$ cat src/rtl/seq_detect_ctrl_if.sv
// seq_detect_ctrl_if: configuration handshake, run control, serial data and status of seq_detect_ctrl.
interface seq_detect_ctrl_if #(
    parameter int MAX_LEN = 8,
    parameter int CNT_W   = 8
);
    localparam int LW = $clog2(MAX_LEN + 1);
    logic               cfg_valid;
    logic               cfg_ready;
    logic [MAX_LEN-1:0] cfg_pattern;
    logic [LW-1:0]      cfg_len;
    logic               cfg_overlap;
    logic [CNT_W-1:0]   cfg_limit;
    logic               cfg_err;
    logic               start;
    logic               stop;
    logic               din_valid;
    logic               din;
    logic               match;
    logic [CNT_W-1:0]   match_count;
    logic               busy;
    logic               done;
    modport master (
        output cfg_valid, cfg_pattern, cfg_len, cfg_overlap, cfg_limit, start, stop, din_valid, din,
        input  cfg_ready, cfg_err, match, match_count, busy, done
    );
    modport slave (
        input  cfg_valid, cfg_pattern, cfg_len, cfg_overlap, cfg_limit, start, stop, din_valid, din,
        output cfg_ready, cfg_err, match, match_count, busy, done
    );
endinterface

$ cat src/rtl/seq_detect_ctrl.sv
// seq_detect_ctrl: configurable serial pattern detector with overlap mode and match-count limit.
module seq_detect_ctrl #(
    parameter int MAX_LEN = 8,
    parameter int CNT_W   = 8
) (
    input  logic              clk,
    input  logic              reset_n,
    seq_detect_ctrl_if.slave  bus
);
    localparam int LW = $clog2(MAX_LEN + 1);
    typedef enum logic [1:0] {IDLE, RUN, DONE} state_t;
    state_t             state;
    logic               loaded;
    logic [MAX_LEN-1:0] pattern;
    logic [LW-1:0]      len;
    logic               overlap;
    logic [CNT_W-1:0]   limit;
    logic [MAX_LEN-1:0] hist;
    logic [LW-1:0]      fill;
    logic [CNT_W-1:0]   count;
    logic               match_r;
    logic               done_r;
    logic               err_r;
    logic [MAX_LEN-1:0] hist_n;
    logic [MAX_LEN-1:0] mask;
    logic [LW-1:0]      fill_n;
    logic [CNT_W-1:0]   cnt_inc;
    logic               hit;
    always_comb begin
        hist_n  = MAX_LEN'({hist, bus.din});
        fill_n  = (fill == LW'(MAX_LEN)) ? fill : fill + LW'(1);
        for (int i = 0; i < MAX_LEN; i++) mask[i] = (i < int'(len));
        hit     = (fill_n >= len) && (((hist_n ^ pattern) & mask) == '0);
        cnt_inc = (&count) ? count : count + CNT_W'(1);
    end
    always_ff @(posedge clk or negedge reset_n) begin
        if (!reset_n) begin
            state   <= IDLE;
            loaded  <= 1'b0;
            pattern <= '0;
            len     <= '0;
            overlap <= 1'b0;
            limit   <= '0;
            hist    <= '0;
            fill    <= '0;
            count   <= '0;
            match_r <= 1'b0;
            done_r  <= 1'b0;
            err_r   <= 1'b0;
        end else begin
            match_r <= 1'b0;
            done_r  <= 1'b0;
            err_r   <= 1'b0;
            case (state)
                IDLE: begin
                    if (bus.cfg_valid) begin
                        if (bus.cfg_len != '0 && int'(bus.cfg_len) <= MAX_LEN) begin
                            pattern <= bus.cfg_pattern;
                            len     <= bus.cfg_len;
                            overlap <= bus.cfg_overlap;
                            limit   <= bus.cfg_limit;
                            loaded  <= 1'b1;
                        end else begin
                            err_r <= 1'b1;
                        end
                    end
                    if (bus.start && !bus.stop && loaded) begin
                        state <= RUN;
                        hist  <= '0;
                        fill  <= '0;
                        count <= '0;
                    end
                end
                RUN: begin
                    if (bus.stop) begin
                        state <= IDLE;
                    end else if (bus.din_valid) begin
                        hist    <= hist_n;
                        // non-overlapping mode needs len fresh bits after every match
                        fill    <= (hit && !overlap) ? '0 : fill_n;
                        match_r <= hit;
                        if (hit) begin
                            count <= cnt_inc;
                            if (limit != '0 && cnt_inc == limit) begin
                                state  <= DONE;
                                done_r <= 1'b1;
                            end
                        end
                    end
                end
                default: state <= IDLE;
            endcase
        end
    end
    assign bus.cfg_ready   = (state == IDLE);
    assign bus.busy        = (state == RUN);
    assign bus.match       = match_r;
    assign bus.done        = done_r;
    assign bus.cfg_err     = err_r;
    assign bus.match_count = count;
endmodule

$ cat src/flat_wrapper.sv
// flat-port wrapper written by rule: the top's interface ports become plain ports
module seq_detect_ctrl_flat 
#(
    parameter int MAX_LEN = 8,
    parameter int CNT_W   = 8
)
  (clk, reset_n, bus_cfg_valid, bus_cfg_pattern, bus_cfg_len, bus_cfg_overlap, bus_cfg_limit, bus_start, bus_stop, bus_din_valid, bus_din, bus_cfg_ready, bus_cfg_err, bus_match, bus_match_count, bus_busy, bus_done);
  seq_detect_ctrl_if #(.MAX_LEN(MAX_LEN), .CNT_W(CNT_W)) bus_i ();
  input  logic clk;
  input  logic reset_n;
  input wire logic [$bits(bus_i.cfg_valid)-1:0] bus_cfg_valid;
  input wire logic [$bits(bus_i.cfg_pattern)-1:0] bus_cfg_pattern;
  input wire logic [$bits(bus_i.cfg_len)-1:0] bus_cfg_len;
  input wire logic [$bits(bus_i.cfg_overlap)-1:0] bus_cfg_overlap;
  input wire logic [$bits(bus_i.cfg_limit)-1:0] bus_cfg_limit;
  input wire logic [$bits(bus_i.start)-1:0] bus_start;
  input wire logic [$bits(bus_i.stop)-1:0] bus_stop;
  input wire logic [$bits(bus_i.din_valid)-1:0] bus_din_valid;
  input wire logic [$bits(bus_i.din)-1:0] bus_din;
  output wire logic [$bits(bus_i.cfg_ready)-1:0] bus_cfg_ready;
  output wire logic [$bits(bus_i.cfg_err)-1:0] bus_cfg_err;
  output wire logic [$bits(bus_i.match)-1:0] bus_match;
  output wire logic [$bits(bus_i.match_count)-1:0] bus_match_count;
  output wire logic [$bits(bus_i.busy)-1:0] bus_busy;
  output wire logic [$bits(bus_i.done)-1:0] bus_done;
  assign bus_i.cfg_valid = bus_cfg_valid;
  assign bus_i.cfg_pattern = bus_cfg_pattern;
  assign bus_i.cfg_len = bus_cfg_len;
  assign bus_i.cfg_overlap = bus_cfg_overlap;
  assign bus_i.cfg_limit = bus_cfg_limit;
  assign bus_i.start = bus_start;
  assign bus_i.stop = bus_stop;
  assign bus_i.din_valid = bus_din_valid;
  assign bus_i.din = bus_din;
  assign bus_cfg_ready = bus_i.cfg_ready;
  assign bus_cfg_err = bus_i.cfg_err;
  assign bus_match = bus_i.match;
  assign bus_match_count = bus_i.match_count;
  assign bus_busy = bus_i.busy;
  assign bus_done = bus_i.done;
  seq_detect_ctrl #(.MAX_LEN(MAX_LEN), .CNT_W(CNT_W)) u_core (.clk(clk), .reset_n(reset_n), .bus(bus_i));
endmodule
$ cat config.mk
export PLATFORM = sky130hd
export DESIGN_NAME = seq_detect_ctrl_flat
export DESIGN_NICKNAME = d
export VERILOG_FILES = /design/src/rtl/seq_detect_ctrl_if.sv /design/src/rtl/seq_detect_ctrl.sv /design/src/flat_wrapper.sv
export SDC_FILE = /design/constraint.sdc
export NUM_CORES = 1
export LEC_CHECK = 0
export ABC_AREA = 1
export BUFFER_PORTS_ARGS = -buffer_cell sky130_fd_sc_hd__buf_2
export CAP_MARGIN = 15
export CORE_UTILIZATION = 60
export CTS_CLUSTER_DIAMETER = 60
export CTS_CLUSTER_SIZE = 30
export DETAILED_ROUTE_END_ITERATION = 10
export PLACE_DENSITY = 0.93
export SLEW_MARGIN = 10
export SYNTH_ARGS = -nofsm -noshare
export SYNTH_HDL_FRONTEND = slang
export SYNTH_SLANG_ARGS = --single-unit
$ cat constraint.sdc
create_clock -name clk -period 6 [get_ports clk]
set_input_delay 0.9 -clock clk [delete_from_list [all_inputs] [get_ports clk]]
set_output_delay 0.9 -clock clk [all_outputs]
set_load 0.02 [all_outputs]
======== Word level (Yosys, flattened, before mapping) ========
Index checks and enable logic that the tools add are counted.
cells by class
  $add $sub $neg .......................... 2
  $mul .................................... 0
  div/mod/pow operators ................... 0
  $lt $le $gt $ge ......................... 10
  equal/unequal tests ..................... 10
  shift operators ......................... 0
  multiplexer cells ....................... 32
  bitwise logic cells ..................... 2
  reductions and logical operators ........ 18
operator list
  kind                   number
  $mux W8                5
  $mux W4                5
  $lt A3 B4 Y1 const A   4
  $pmux W8 S2            1
  $mux W7                2
  $pmux W7 S2            1
  $mux W1                11
  $mux W2                5
  $add A8 B1 Y8 const B  1
  $and A8 B8 Y8          1
  $eq A8 B8 Y1           1
  $logic_not A8 Y1       1
  $lt A1 B4 Y1 const A   2
  $lt A2 B4 Y1 const A   2
  $pmux W4 S2            1
  $reduce_and A4 Y1      2
  $reduce_and A8 Y1      1
  $reduce_bool A8 Y1     1
  $xor A8 B8 Y8          1
  $logic_and A1 B1 Y1    6
  $ne A3 B2 Y1 const B   2
  $reduce_and A5 Y1      1
  $add A4 B1 Y4 const B  1
  $eq A4 B4 Y1 const B   1
  12 further kinds       15
word-level totals
  register bits after elaboration ......... 46
  latch bits .............................. 0
  memory bits (writable) .................. 0
  ROM bits ................................ 0
  output and inout port bits .............. 13
  logic and storage cells ................. 86
  memories kept ........................... 0

======== Longest topological paths before layout ========
Gate-level depths: netlist of run 1.
  word-level depth ........................ 9
  gate-level depth with buffers ........... 14
  depth with buffers taken out ............ 14

======== Worst setup path after synthesis of run 1 ========
No wires, ideal clock.
  path kind ............................... flip-flop to flip-flop
  from .................................... reg u_core.fill[0]
  to ...................................... reg u_core.count[0] (netlist: u_core.bus.match_count[0])
  setup time .............................. 76 ps
  arrival ................................. 1959 ps
  data required time ...................... 5924 ps
  slack ................................... 3965 ps
  cell stages (with the launch flop) ...... 15
  path buffers ............................ 1
  period minus slack after synthesis ...... 2035 ps
  cell sequence ........................... dfrtp_1 inv_1 ha_1 nand2_1 nor2_1 xor2_1 ha_1 o21bai_1 nand3_1 nand3_1 nand3_4 a21oi_4 buf_6 nand3_1 o21ai_1
on the way
  word-level cells in the longest chain between the ends .. 6
  elaborated cells between the ends (all ways) .. 7
ends and longest elaborated chain
  element                                               line                   text
  start, declared                                       seq_detect_ctrl.sv:19  logic [LW-1:0] fill;
  start signal, assigned                                seq_detect_ctrl.sv:80  fill <= (hit && !overlap) ? '0 : fill_n;
  $add A4 B1 Y4 / $eq A4 B4 Y1 (equally long branches)  seq_detect_ctrl.sv:31  fill_n = (fill == LW'(MAX_LEN)) ? fill : fill + LW'(1);
  $mux W4 *                                             seq_detect_ctrl.sv:31
  $ge A4 B4 Y1 *                                        seq_detect_ctrl.sv:33  hit = (fill_n >= len) && (((hist_n ^ pattern) & mask) == '0);
  $logic_and A1 B1 Y1 *                                 seq_detect_ctrl.sv:33
  $ne A2 B1 Y1 (no source line) *                       --
  $reduce_and A5 Y1 (no source line) *                  --
  end signal, assigned                                  seq_detect_ctrl.sv:83  count <= cnt_inc;
  end, declared                                         seq_detect_ctrl.sv:20  logic [CNT_W-1:0] count;
Mark *: on every way between the ends. The rest lies on a longest branch, timed or not.
A chain may end at the register's enable or synchronous reset.

======== Worst setup path in the final report of run 1 ========
  from .................................... reg u_core.fill[0]
  to ...................................... reg u_core.count[5] (netlist: u_core.bus.match_count[5])
The elaborated chain is that of the path after synthesis.

==> results of run 1 <==
[cells by family after synthesis]
logic type | count (synthesis) | synth area share, %
and+or+nand+nor | 150 | 26.4
buffers and inverters | 55 | 8.15
DFF | 46 | 43.4
AOI/OAI and AO/OA | 45 | 10.1
xor gates and xnor gates | 12 | 3.96
muxes | 11 | 4.67
adders and majority gates | 7 | 3.30
[layer usage]
| metal | global-route usage, % | up-vias | part of all wire (%) |
|---|---|---|---|
| met2 | 47.4 | 81 | 49 |
| met5 | 0 | - | 0 |
| met3 | 4.93 | 17 | 5.8 |
| li1 | - | 1144 | - |
| met1 | 35.1 | 1115 | 43 |
| met4 | 11.2 | 0 | 2.4 |
[worst max path at each step]
| stage | start | end | slack, ns | cells past startpoint |
|---|---|---|---|---|
| 2_1_floorplan | u_core.fill[0]$_DFFE_PN0P_ | u_core.bus.match_count[0]$_DFFE_PN0P_ | 3.96 | 14 |
| 3_3_place_gp | bus_stop | u_core.bus.match_count[5]$_DFFE_PN0P_ | 3.84 | 8 |
| 3_5_place_dp | u_core.fill[0]$_DFFE_PN0P_ | u_core.bus.match_count[5]$_DFFE_PN0P_ | 3.68 | 12 |
| 4_1_cts | u_core.fill[0]$_DFFE_PN0P_ | u_core.bus.match_count[5]$_DFFE_PN0P_ | 3.55 | 13 |
| 5_1_grt | u_core.fill[0]$_DFFE_PN0P_ | u_core.bus.match_count[5]$_DFFE_PN0P_ | 3.41 | 13 |
| 6_report | u_core.fill[0]$_DFFE_PN0P_ | u_core.bus.match_count[5]$_DFFE_PN0P_ | 3.54 | 13 |
[power groups by stage]
stage          logic (uW)  registers (uW)  clock network (uW)
2_1_floorplan         191             398                   0
3_3_place_gp          245             399                   0
3_5_place_dp          260             403                   0
4_1_cts               264             396                 286
5_1_grt               297             403                 297
6_report              263             397                 285
[through the flow]
stage               power [uW]  worst slack [ns]  util (%)  instance area (sq um)
detailed placement         663              3.68      70.4                   2900
finish                     946              3.54      73.9                   3040
CTS                        946              3.55      73.9                   3040
global placement           644              3.84      70.4                   2900
global route               997              3.41      73.9                   3040
floorplan                  589              3.96         -                   2660
[synth_stat cells, drive strengths merged (2+ instances only)]
library cell  number
dfrtp             46
inv               49
o21ai             22
o31ai              2
clkbuf             2
nand4              9
xor2              10
ha                 7
mux2              11
xnor2              2
nand2             72
buf                3
nor2              39
nand3             26
nor3               3
a21oi             12
o22ai              7
[sequential cells by signal, summed over array words and instances (netlist names)]
signal                  flops
u_core.bus.match_count      8
u_core.limit                8
u_core.pattern              8
u_core.hist                 7
u_core.fill                 4
u_core.len                  4
u_core.state                2
u_core.bus.cfg_err          1
u_core.bus.done             1
u_core.bus.match            1
u_core.loaded               1
u_core.overlap              1
[final cells by class]
class / count / area share (%)
multi-input cells: 225 / 42.4
flip-flops and latches: 46 / 37.9
repair buffers: 41 / 6.83
inverters: 50 / 6.18
clock buffers: 6 / 2.72
well taps: 50 / 2.06
clock inverters: 2 / 1.98
[worst max-delay path: stages, from the launching register on]
cell	delay (ns)
dfrtp_1	0.44
inv_1	0.07
ha_1	0.19
nand2_1	0.09
nor2_1	0.05
xor2_1	0.15
ha_1	0.21
o21bai_1	0.17
nand3_1	0.11
nand3_1	0.16
nand3_4	0.12
a21oi_4	0.35
nand4_1	0.15
o21ai_0	0.11
[cell usage in the layout, fill, tap and decap left out, types with 2 or more instances in the layout]
cell type / instances
nand4_1: 9
dfrtp_1: 46
nor3_1: 3
clkbuf_8: 6
mux2_1: 8
nor2_2: 4
o22ai_1: 7
ha_1: 7
buf_2: 40
mux2_2: 3
bufinv_16: 2
nand3_1: 24
xnor2_1: 2
o21ai_1: 5
nor2_4: 5
nor2_1: 30
o21ai_0: 14
nand2_2: 2
o31ai_1: 2
nand2_1: 69
xor2_1: 10
inv_1: 44
a21oi_1: 11
o21ai_2: 3
inv_2: 5
==> impl_summary.log, run 1 <==
INFO  metric worstHoldStart = u_core.loaded$_DFFE_PN0P_
INFO  metric floorplan.initialDensity = between 60% and 70%
INFO  metric worstSetupPathType = reg2reg
INFO  metric slew_violations = 0
INFO  metric dieArea = ~0.0047 sq mm
INFO  metric outcome = finished, final reports clean
INFO  metric grt_remaining_overflow = 0
INFO  metric final_cell_count_no_fill = 420
INFO  metric final-hold-violation-count = 0
INFO  metric register_area = 0.00115 sq mm
INFO  metric power_frac_clock = between 30% and 40%
INFO  metric worst_flop_to_flop_path_endpoint = u_core.bus.match_count[5]$_DFFE_PN0P_
INFO  metric multi_input_area = around 0.0013 sq mm
INFO  metric coreArea = between 0.004 and 0.005 sq mm
INFO  metric gp_congestion = roughly 0.85
INFO  metric timing.clock.skew = about 0.008 ns
INFO  metric power_density = a little over 300 mW/mm^2
INFO  metric comb_power_share = between 20% and 30%
INFO  metric htree_num_levels = 2
INFO  metric tightestPinTransition = 0.999 ns
INFO  metric p_leak = 0.00159 uW
INFO  metric postSynthNetCount = around 360
INFO  metric grt.total_usage = 27.9%
INFO  metric min_delay_path_class = reg2reg
INFO  metric synthesis.yosys.warnings = 0
INFO  metric synth.lib_cells_used.distinct = 33
INFO  metric critPathRequiredTime = 6.22 ns
INFO  metric cts_repair_resize_count = 0
INFO  metric ir_worst_vdd = roughly 0.19 mV
INFO  metric cts_clock_pin_slew_for_the_worst_setup_and_hold_paths = 0.09 ns
INFO  metric data_arrival_time_at_the_worst_slack_endpoint = roughly 2.7 ns
INFO  metric setup.reg_to_reg.worst_slack = about 3.5 ns
INFO  metric grt_max_degree = 47
INFO  metric via_count_of_the_first_global_routing_pass = ~2200
INFO  metric die-height = 68.5 um
INFO  metric rsz0062_at_grt = no
INFO  metric n_fill_cell = roughly 310
INFO  metric netSwitchingPower = 316 uW
INFO  metric final.hold.worst_slack = 0.513 ns
INFO  metric drt_drc_violations_left = 0
INFO  metric synth-async-reset-ratio = 100%
INFO  metric rows = 23
INFO  metric place_hpwl = about 4.3 mm
INFO  metric numPortBuffers = 40
INFO  metric die_w = roughly 70 um
INFO  metric drt_pre_antenna_iters = 4
INFO  metric seq_area_frac_synth = 43.4%
INFO  metric worst-r2r-cell-count = 13
INFO  metric cts-hold-fix-buffers = 0
INFO  metric io_pins = between 40 and 50
INFO  metric worstSkewPairLatency = roughly 0.30 ns
INFO  metric worstHoldPathCells = 2
INFO  metric synthesis.area_per_instance = around 8.1 sq um
INFO  metric maximum_clock_frequency = slightly above 400 MHz
INFO  metric setup_total_negative_slack = 0 ns
INFO  metric count_of_routing_violations_after_the_opening_detailed_route_iteration = slightly above 200
INFO  metric number_of_sinks_driven_by_the_clock_tree = 46
INFO  metric synth_largest_type_area_fraction = around 43%
INFO  metric max_fanout_on_critical_path = 16
INFO  metric synthesis.instances = 326
INFO  metric area.growth.synth_to_final = 14.5%
INFO  metric seqPwrFrac = 42.0%
INFO  metric route.vias.total = ~2400
INFO  metric drt-vias-per-instance = roughly 5.6
INFO  metric insertedDiodeCount = 0
INFO  metric clock_tree.root_cell = clkbuf_8
INFO  metric wl_per_cell = 13.6 um
INFO  metric period_minus_slack = around 2.5 ns
INFO  metric cts_setup_buffers = 0
INFO  metric p_int = 630 uW
INFO  metric switching_power_as_a_share_of_total_power = about 33%
INFO  metric kind_of_end_point_of_the_critical_path = flop
INFO  metric antenna_violating_nets_left = 0
INFO  metric timing.final.crit_share = approximately 40%
INFO  metric yosysTopAreaCell = dfrtp_1
INFO  metric setup-violations-final = 0
INFO  metric initial_antenna_violation_count = 0
INFO  metric ys_dominant_reg_cell = dfrtp_1
INFO  metric synth_enable_flop_cells = 0
INFO  metric critical_path.startpoint_type = flop
INFO  metric slew_headroom = between 30% and 40%
INFO  metric grt_first_pass_wirelength = roughly 9.5 mm
INFO  metric finalNetCount = between 400 and 500
INFO  metric ctsLongestPathBuffers = 2
INFO  metric synthesis.area = 0.00266 sq mm
INFO  metric final_wirelength = approximately 5.7 mm
INFO  metric holdPathEnd = u_core.loaded$_DFFE_PN0P_
INFO  metric cts-buffers-inserted = 5
INFO  metric r2r-start = u_core.fill[0]$_DFFE_PN0P_
INFO  metric synth_seq_cells = 46
INFO  metric drive_gt1_share = 20.3%
INFO  metric timing.max_cap.violations = 0
INFO  metric cts_tree = done
INFO  metric ys_top_cells_by_area = dfrtp_1, nand2_1, inv_1
INFO  metric dpl.cell_count = between 400 and 500
(Power assumes the default switching activity.)
==> run 2, diff against run 1 <==
Settings changed: ABC_AREA 1 to 0, CORE_UTILIZATION 60 to 51, PLACE_DENSITY 0.93 to 0.85.
Clock period 6 ns to 2.2 ns, I/O delays scaled along.
==> impl_summary.log, run 2 <==
INFO  metric power_density = 707 mW/mm^2 (+130%)
INFO  metric setup-violations-final = 16 (+16)
INFO  metric die-height = 73.4 um (+7.1%)
INFO  metric number_of_sinks_driven_by_the_clock_tree = 46 (unchanged)
INFO  metric htree_num_levels = 2 (unchanged)
INFO  metric via_count_of_the_first_global_routing_pass = 2376 (+9.8%)
INFO  metric cts_tree = done
INFO  metric synth_seq_cells = 46 (unchanged)
INFO  metric post-route-cell-area = 0.00347 sq mm (+14%)
INFO  metric floorplan.initialDensity = 54.0% (-11 points)
INFO  metric p_leak = 0.00158 uW (-0.18%)
INFO  metric grt.total_usage = 27.2% (-0.73 points)
INFO  metric yosysTopAreaCell = dfrtp_1
INFO  metric ctsLongestPathBuffers = 2 (unchanged)
INFO  metric slew_headroom = 57.1% (+24 points)
INFO  metric timing.final.crit_share = 121% (+80 points)
INFO  metric data_arrival_time_at_the_worst_slack_endpoint = 2.87 ns (+0.19 ns)
INFO  metric drive_gt1_share = 43.9% (+24 points)
INFO  metric timing.final.ws_setup = -0.464 ns (-4.01 ns)
INFO  metric final.hold.worst_slack = 0.0381 ns (-0.475 ns)
INFO  metric max_fanout_on_critical_path = 6 (-10)
INFO  metric timing.max_cap.violations = 0 (unchanged)
INFO  metric wl_per_cell = 18.0 um (+32%)
INFO  metric seq_area_frac_synth = 44.3% (+0.92 points)
INFO  metric min_delay_path_class = in2async
INFO  metric gp_congestion = 0.983 (+16%)
INFO  metric switching_power_as_a_share_of_total_power = 31.2% (-2.2 points)
INFO  metric synth_largest_type_area_fraction = 44.3% (+0.92 points)
INFO  metric dieArea = 0.00539 sq mm (+15%)
INFO  metric outcome = finished with violations
INFO  metric power_frac_clock = 25.8% (-4.3 points)
INFO  metric grt_util_met3 = 6.31% (+1.4 points)
INFO  metric grt_remaining_overflow = 0 (unchanged)
INFO  metric insertedDiodeCount = 0 (unchanged)
INFO  metric synthesis.instances = 255 (-22%)
INFO  metric busiest_layer = met2
INFO  metric drt-vias-per-instance = 6.12 (+9.1%)
INFO  metric seqPwrFrac = 43.5% (+1.5 points)
INFO  metric initial_antenna_violation_count = 0 (unchanged)
INFO  metric route.vias.total = 2462 (+4.5%)
INFO  metric groute.layer.met1.usage = 37.0% (+1.9 points)
INFO  metric global_route.usage.met2 = 41.7% (-5.8 points)
INFO  metric place_hpwl = 4.69 mm (+8.3%)
INFO  metric maximum_clock_frequency = 375 MHz (-7.8%)
INFO  metric synthesis.area = 0.00260 sq mm (-2.1%)
INFO  metric drt_pre_antenna_iters = 5 (+1)
INFO  metric ys_top_cells_by_area = dfrtp_1, mux2_2, a22o_1
INFO  metric io_pins = 41 (unchanged)
INFO  metric rsz0062_at_grt = yes
INFO  metric postSynthNetCount = 290 (-20%)
INFO  metric cts_clock_pin_slew_for_the_worst_setup_and_hold_paths = 0.09 ns (about the same)
INFO  metric kind_of_end_point_of_the_critical_path = flop
INFO  metric yosys.cell_count.top_type = dfrtp_1
INFO  metric ys_dominant_reg_cell = dfrtp_1
INFO  metric ir_worst_vdd = 0.523 mV (+180%)
INFO  metric antenna_violating_nets_left = 0 (unchanged)
INFO  metric critPathRequiredTime = 2.40 ns (-3.82 ns)
INFO  metric clock_tree.root_cell = clkbuf_8
INFO  metric worst-r2r-cell-count = 13 (unchanged)
INFO  metric failed_checks = setup timing
INFO  metric coreArea = 0.00482 sq mm (+17%)
INFO  metric cts-buffers-inserted = 5 (unchanged)
INFO  metric final-hold-violation-count = 0 (unchanged)
INFO  metric grt_max_degree = 31 (-34%)
INFO  metric final_cell_mix = dfrtp_1, buf_4, buf_2
INFO  metric setup.reg_to_reg.worst_slack = -0.46 ns (-4.01 ns)
INFO  metric slew_violations = 0 (unchanged)
INFO  metric comb_power_share = 30.7% (+2.8 points)
INFO  metric grt_first_pass_wirelength = 11.0 mm (+16%)
INFO  metric mostFrequentLayoutCell = dfrtp_1
INFO  metric rows = 25 (+8.7%)
INFO  metric netSwitchingPower = 764 uW (+140%)
INFO  metric numPortBuffers = 40 (unchanged)
INFO  metric area.growth.synth_to_final = 33.4%
INFO  metric tightestPinTransition = 0.644 ns (-0.355 ns)
INFO  metric p_int = 1690 uW (+170%)
INFO  metric synth.lib_cells_used.distinct = 54 (+64%)
INFO  metric synthesis.area_per_instance = 10.2 sq um (+25%)
INFO  metric drt_drc_violations_left = 0 (unchanged)
INFO  metric post_dp_cell_area = 0.00318 sq mm (+9.6%)
INFO  metric synth_enable_flop_cells = 0 (unchanged)
INFO  metric synth-async-reset-ratio = 100% (unchanged)
INFO  metric timing.clock.skew = 0.0128 ns (+0.00486 ns)
INFO  metric worstSkewPairLatency = 0.31 ns (about the same)
INFO  metric synthesis.yosys.warnings = 0 (unchanged)
INFO  metric cts-hold-fix-buffers = 0 (unchanged)
INFO  metric count_of_routing_violations_after_the_opening_detailed_route_iteration = 218 (+6.3%)
INFO  metric period_minus_slack = 2.66 ns (+0.207 ns)
INFO  metric worstSetupPathType = reg2reg
INFO  metric die_w = 73.4 um (+7.1%)
INFO  metric finalNetCount = 369 (-8.7%)
INFO  metric final_wirelength = 7.24 mm (+26%)
INFO  metric synth.cells.most_frequent = dfrtp_1, nand2_1, mux2_2
INFO  metric critical_path.startpoint_type = flop
-- run 2: changes by cell type after synthesis, sizes merged, moves of 7 or more --
| cell | change |
|---|---|
| clkbuf | +7 |
| nor2 | -24 |
| nand4 | -7 |
| o21ai | -8 |
| inv | -37 |
| nand3 | -20 |
| a22o | +10 |
| nand2 | -51 |
| mux2 | +9 |
-- run 2: per-layer routing --
layer	vias to the layer above	wire length [um]	share of wire (%)
met5	-	0	0
met4	0	233	3.2
met3	28	631	8.7
met2	150	3430	47
met1	1181	2940	41
li1	1103	-	-
-- run 2: worst paths after layout --
check,from,end
min,reset_n,u_core.pattern[0]$_DFFE_PN0P_
max,u_core.fill[1]$_DFFE_PN0P_,u_core.bus.match_count[4]$_DFFE_PN0P_
min in group clk,bus_cfg_len[1],u_core.len[3]$_DFFE_PN0P_
max reg2reg,u_core.fill[1]$_DFFE_PN0P_,u_core.bus.match_count[4]$_DFFE_PN0P_
min reg2reg,u_core.loaded$_DFFE_PN0P_,u_core.loaded$_DFFE_PN0P_
max in group asynchronous,reset_n,u_core.limit[2]$_DFFE_PN0P_
-- run 2: power by group through the flow --
stage / clock network (uW) / registers (uW) / logic (uW)
after floorplan: 0 / 1060 / 411
after global placement: 0 / 1070 / 602
after detailed placement: 0 / 1070 / 622
after CTS: 643 / 1060 / 661
after global routing: 673 / 1080 / 809
final: 632 / 1070 / 753
-- run 2: kinds of logic after synthesis --
family / after synthesis / synth area share, %
AOI/OAI and AO/OA: 65 / 19.2
DFF: 46 / 44.3
and+or+nand+nor: 76 / 15.1
xor gates and xnor gates: 15 / 5.05
muxes: 21 / 9.05
adders and majority gates: 7 / 3.37
buffers and inverters: 25 / 3.99
-- run 2: stage by stage --
stage	setup WS, ns	setup TNS, ns	std cells	utilization, %	power, uW
2_1_floorplan	-0.218	-2.31	255	-	1470
3_3_place_gp	-0.329	-4.62	390	65.9	1670
3_5_place_dp	-0.494	-6.80	390	65.9	1700
4_1_cts	-0.456	-6.52	400	69.0	2360
5_1_grt	-0.587	-8.60	402	72.0	2560
6_report	-0.464	-6.67	402	72.0	2450
-- run 2: what timing repair did --
item | CTS | global route
endpoints found under the setup margin | 16 | 16
gates resized for setup | 8 | 24
pin swaps | 4 | 15
buffers inserted | 2 | 2
-- run 2: area by class of cell --
class	instances	area, sq um
Clock buffer	5	68.8
Inverter	12	47.5
Tap cell	67	83.8
Multi-Input combinational cell	184	1530
Timing Repair Buffer	85	549
Clock inverter	3	40.0
Fill cell	346	1350
Sequential cell	46	1150
-- run 2: worst max-delay path, stage by stage (launching register included) --
cell       delay, ns
dfrtp_1         0.43
inv_2           0.09
ha_4            0.14
nand2_4         0.06
nor2_4          0.10
xnor2_2         0.14
ha_1            0.28
nand2b_4        0.16
a2111oi_4       0.32
and4b_1         0.26
o311ai_4        0.11
nand2b_4        0.24
inv_4           0.05
a22o_1          0.18
==> run 3, diff against run 2 <==
Settings changed: CORE_UTILIZATION 51 to 56, PLACE_DENSITY 0.85 to 0.77.
Clock period 2.2 ns to 3 ns, I/O delays scaled along.
==> impl_summary.log, run 3 (synthesized netlist as in run 2, its figures left out) <==
INFO  metric outcome = finished, final reports clean
INFO  metric register_area = 0.00115 sq mm (-0.11%)
INFO  metric rows = 24 (-4.0%)
INFO  metric timing.final.crit_share = 94.7% (-26 points)
INFO  metric cp_top_family = simple AND/OR/NAND/NOR gates
INFO  metric slew_violations = 0 (unchanged)
INFO  metric cts-buffers-inserted = 5 (unchanged)
INFO  metric grt_remaining_overflow = 0 (unchanged)
INFO  metric critical_path.startpoint_type = flop
INFO  metric setup-violations-final = 0 (-16)
INFO  metric drive_gt1_share = 28.8% (-15 points)
INFO  metric worstSkewPairLatency = 0.31 ns (about the same)
INFO  metric grt_max_degree = 47 (+52%)
INFO  metric drt_pre_antenna_iters = 4 (-1)
INFO  metric ir_worst_vdd = 0.401 mV (-23%)
INFO  metric gp_congestion = 0.911 (-7.3%)
INFO  metric kind_of_end_point_of_the_critical_path = flop
INFO  metric die-height = 70.1 um (-4.4%)
INFO  metric finalNetCount = 333 (-9.8%)
INFO  metric numPortBuffers = 40 (unchanged)
INFO  metric via_count_of_the_first_global_routing_pass = 2087 (-12%)
INFO  metric cts_tree = done
INFO  metric drt_drc_violations_left = 0 (unchanged)
INFO  metric die_w = 70.1 um (-4.4%)
INFO  metric cts_clock_pin_slew_for_the_worst_setup_and_hold_paths = 0.09 ns (about the same)
INFO  metric post-place-ws = 0.254 ns (+0.748 ns)
INFO  metric crit_cells = 13 (unchanged)
INFO  metric min_delay_path_class = in2async
INFO  metric antenna_violating_nets_left = 0 (unchanged)
INFO  metric count_of_routing_violations_after_the_opening_detailed_route_iteration = 298 (+37%)
INFO  metric n_fill_cell = 364 (+5.2%)
INFO  metric route.vias.total = 2189 (-11%)
INFO  metric timing.max_cap.violations = 0 (unchanged)
INFO  metric insertedDiodeCount = 0 (unchanged)
INFO  metric maximum_clock_frequency = 352 MHz (-6.3%)
INFO  metric max_fanout_on_critical_path = 5 (-1)
INFO  metric grt_first_pass_wirelength = 9.94 mm (-9.5%)
INFO  metric htree_num_levels = 2 (unchanged)
INFO  metric final_cell_mix = dfrtp_1, buf_2, nand2_1
INFO  metric number_of_sinks_driven_by_the_clock_tree = 46 (unchanged)
INFO  metric grt.total_usage = 25.9% (-1.3 points)
INFO  metric slew_headroom = 32.9% (-24 points)
INFO  metric timing.final.ws_setup = 0.158 ns (+0.622 ns)
INFO  metric p_leak = 0.00136 uW (-14%)
INFO  metric clock_tree.root_cell = clkbuf_8
INFO  metric data_arrival_time_at_the_worst_slack_endpoint = 3.04 ns (+0.17 ns)
INFO  metric tightestPinTransition = 1.01 ns (+0.362 ns)
INFO  metric worst-r2r-cell-count = 13 (unchanged)
INFO  metric final-hold-violation-count = 0 (unchanged)
INFO  metric floorplan.initialDensity = 58.9% (+4.9 points)
INFO  metric power_density = 557 mW/mm^2 (-21%)
INFO  metric dieArea = 0.00492 sq mm (-8.7%)
INFO  metric period_minus_slack = 2.84 ns (+0.178 ns)
INFO  metric coreArea = 0.00441 sq mm (-8.4%)
INFO  metric area.growth.synth_to_final = 15.1%
INFO  metric critPathRequiredTime = 3.20 ns (+0.80 ns)
INFO  metric multi_input_area = 0.00135 sq mm (-11%)
INFO  metric crit_path_top_delay_cell = a2111oi_2
INFO  metric final_wirelength = 5.87 mm (-19%)
INFO  metric ctsLongestPathBuffers = 2 (unchanged)
INFO  metric cp_slowest_stage_delay = 0.43 ns (about the same)
INFO  metric wl_per_cell = 16.7 um (-7.2%)
INFO  metric setup_total_negative_slack = 0 ns (+6.67 ns)
INFO  metric timing.clock.skew = 0.00543 ns (-0.00740 ns)
INFO  metric place_hpwl = 4.09 mm (-13%)
INFO  metric worstSetupPathType = reg2reg
INFO  metric initial_antenna_violation_count = 0 (unchanged)
INFO  metric drt-vias-per-instance = 6.24 (+1.8%)
INFO  metric worstPathBufferInverterCount = 2 (unchanged)
INFO  metric io_pins = 41 (unchanged)
INFO  metric mostFrequentLayoutCell = dfrtp_1
INFO  metric critical_path.cell_chain = inv_1 > ha_1 > nand2_1 > nor2_1 > xnor2_1 > ha_1 > nand2b_1 > a2111oi_2 > and4b_1 > o311ai_1 > nand2b_1 > inv_1 > a22o_1
run 3: path summary, 6_finish.rpt:
path / slack (ns) / startpoint / end
worst max register to register: 0.16 / u_core.fill[0]$_DFFE_PN0P_ / u_core.bus.match_count[4]$_DFFE_PN0P_
worst max-delay path: 0.16 / u_core.fill[0]$_DFFE_PN0P_ / u_core.bus.match_count[4]$_DFFE_PN0P_
worst min-delay path: 0.31 / reset_n / u_core.fill[3]$_DFFE_PN0P_
max in group asynchronous: 2.07 / reset_n / u_core.limit[3]$_DFFE_PN0P_
worst min register to register: 0.48 / u_core.loaded$_DFFE_PN0P_ / u_core.loaded$_DFFE_PN0P_
min in group clk: 0.35 / bus_cfg_len[2] / u_core.len[3]$_DFFE_PN0P_
run 3: cell type report:
type / instances / area share [%]
Clock inverter: 3 / 1.46
Inverter: 12 / 1.51
Timing Repair Buffer: 49 / 8.86
Tap cell: 52 / 2.17
Sequential cell: 46 / 38.5
Clock buffer: 5 / 2.30
Multi-Input combinational cell: 184 / 45.2
run 3: where the power goes:
part | switching, uW | internal, uW
clock | 225 | 250
sequential | 92.0 | 700
combinational | 193 | 207
run 3: per-stage QoR:
step / area (sq um) / util [%] / cells / hold WS, ns / total power [uW]
floorplan: 2600 / - / 255 / 0.154 / 1060
global placement: 2860 / 64.8 / 341 / 0.453 / 1160
detailed placement: 2860 / 64.8 / 341 / 0.458 / 1170
CTS: 2970 / 67.3 / 349 / 0.339 / 1640
global route: 2990 / 67.8 / 351 / 0.345 / 1750
finish: 2990 / 67.8 / 351 / 0.305 / 1670
run 3: timing repair:
item,4_1_cts,5_1_grt
setup buffers,0,1
endpoints found under the setup margin,0,9
hold buffers,0,0
gates resized for setup,0,4
run 3: routing by layer:
layer  track usage [%]  vias up  wire length, um
met5                 0        -                0
met4              8.89        0               72
li1                  -     1033                -
met3              6.64        8              426
met2              36.5       98             2520
met1              38.6     1050             2840
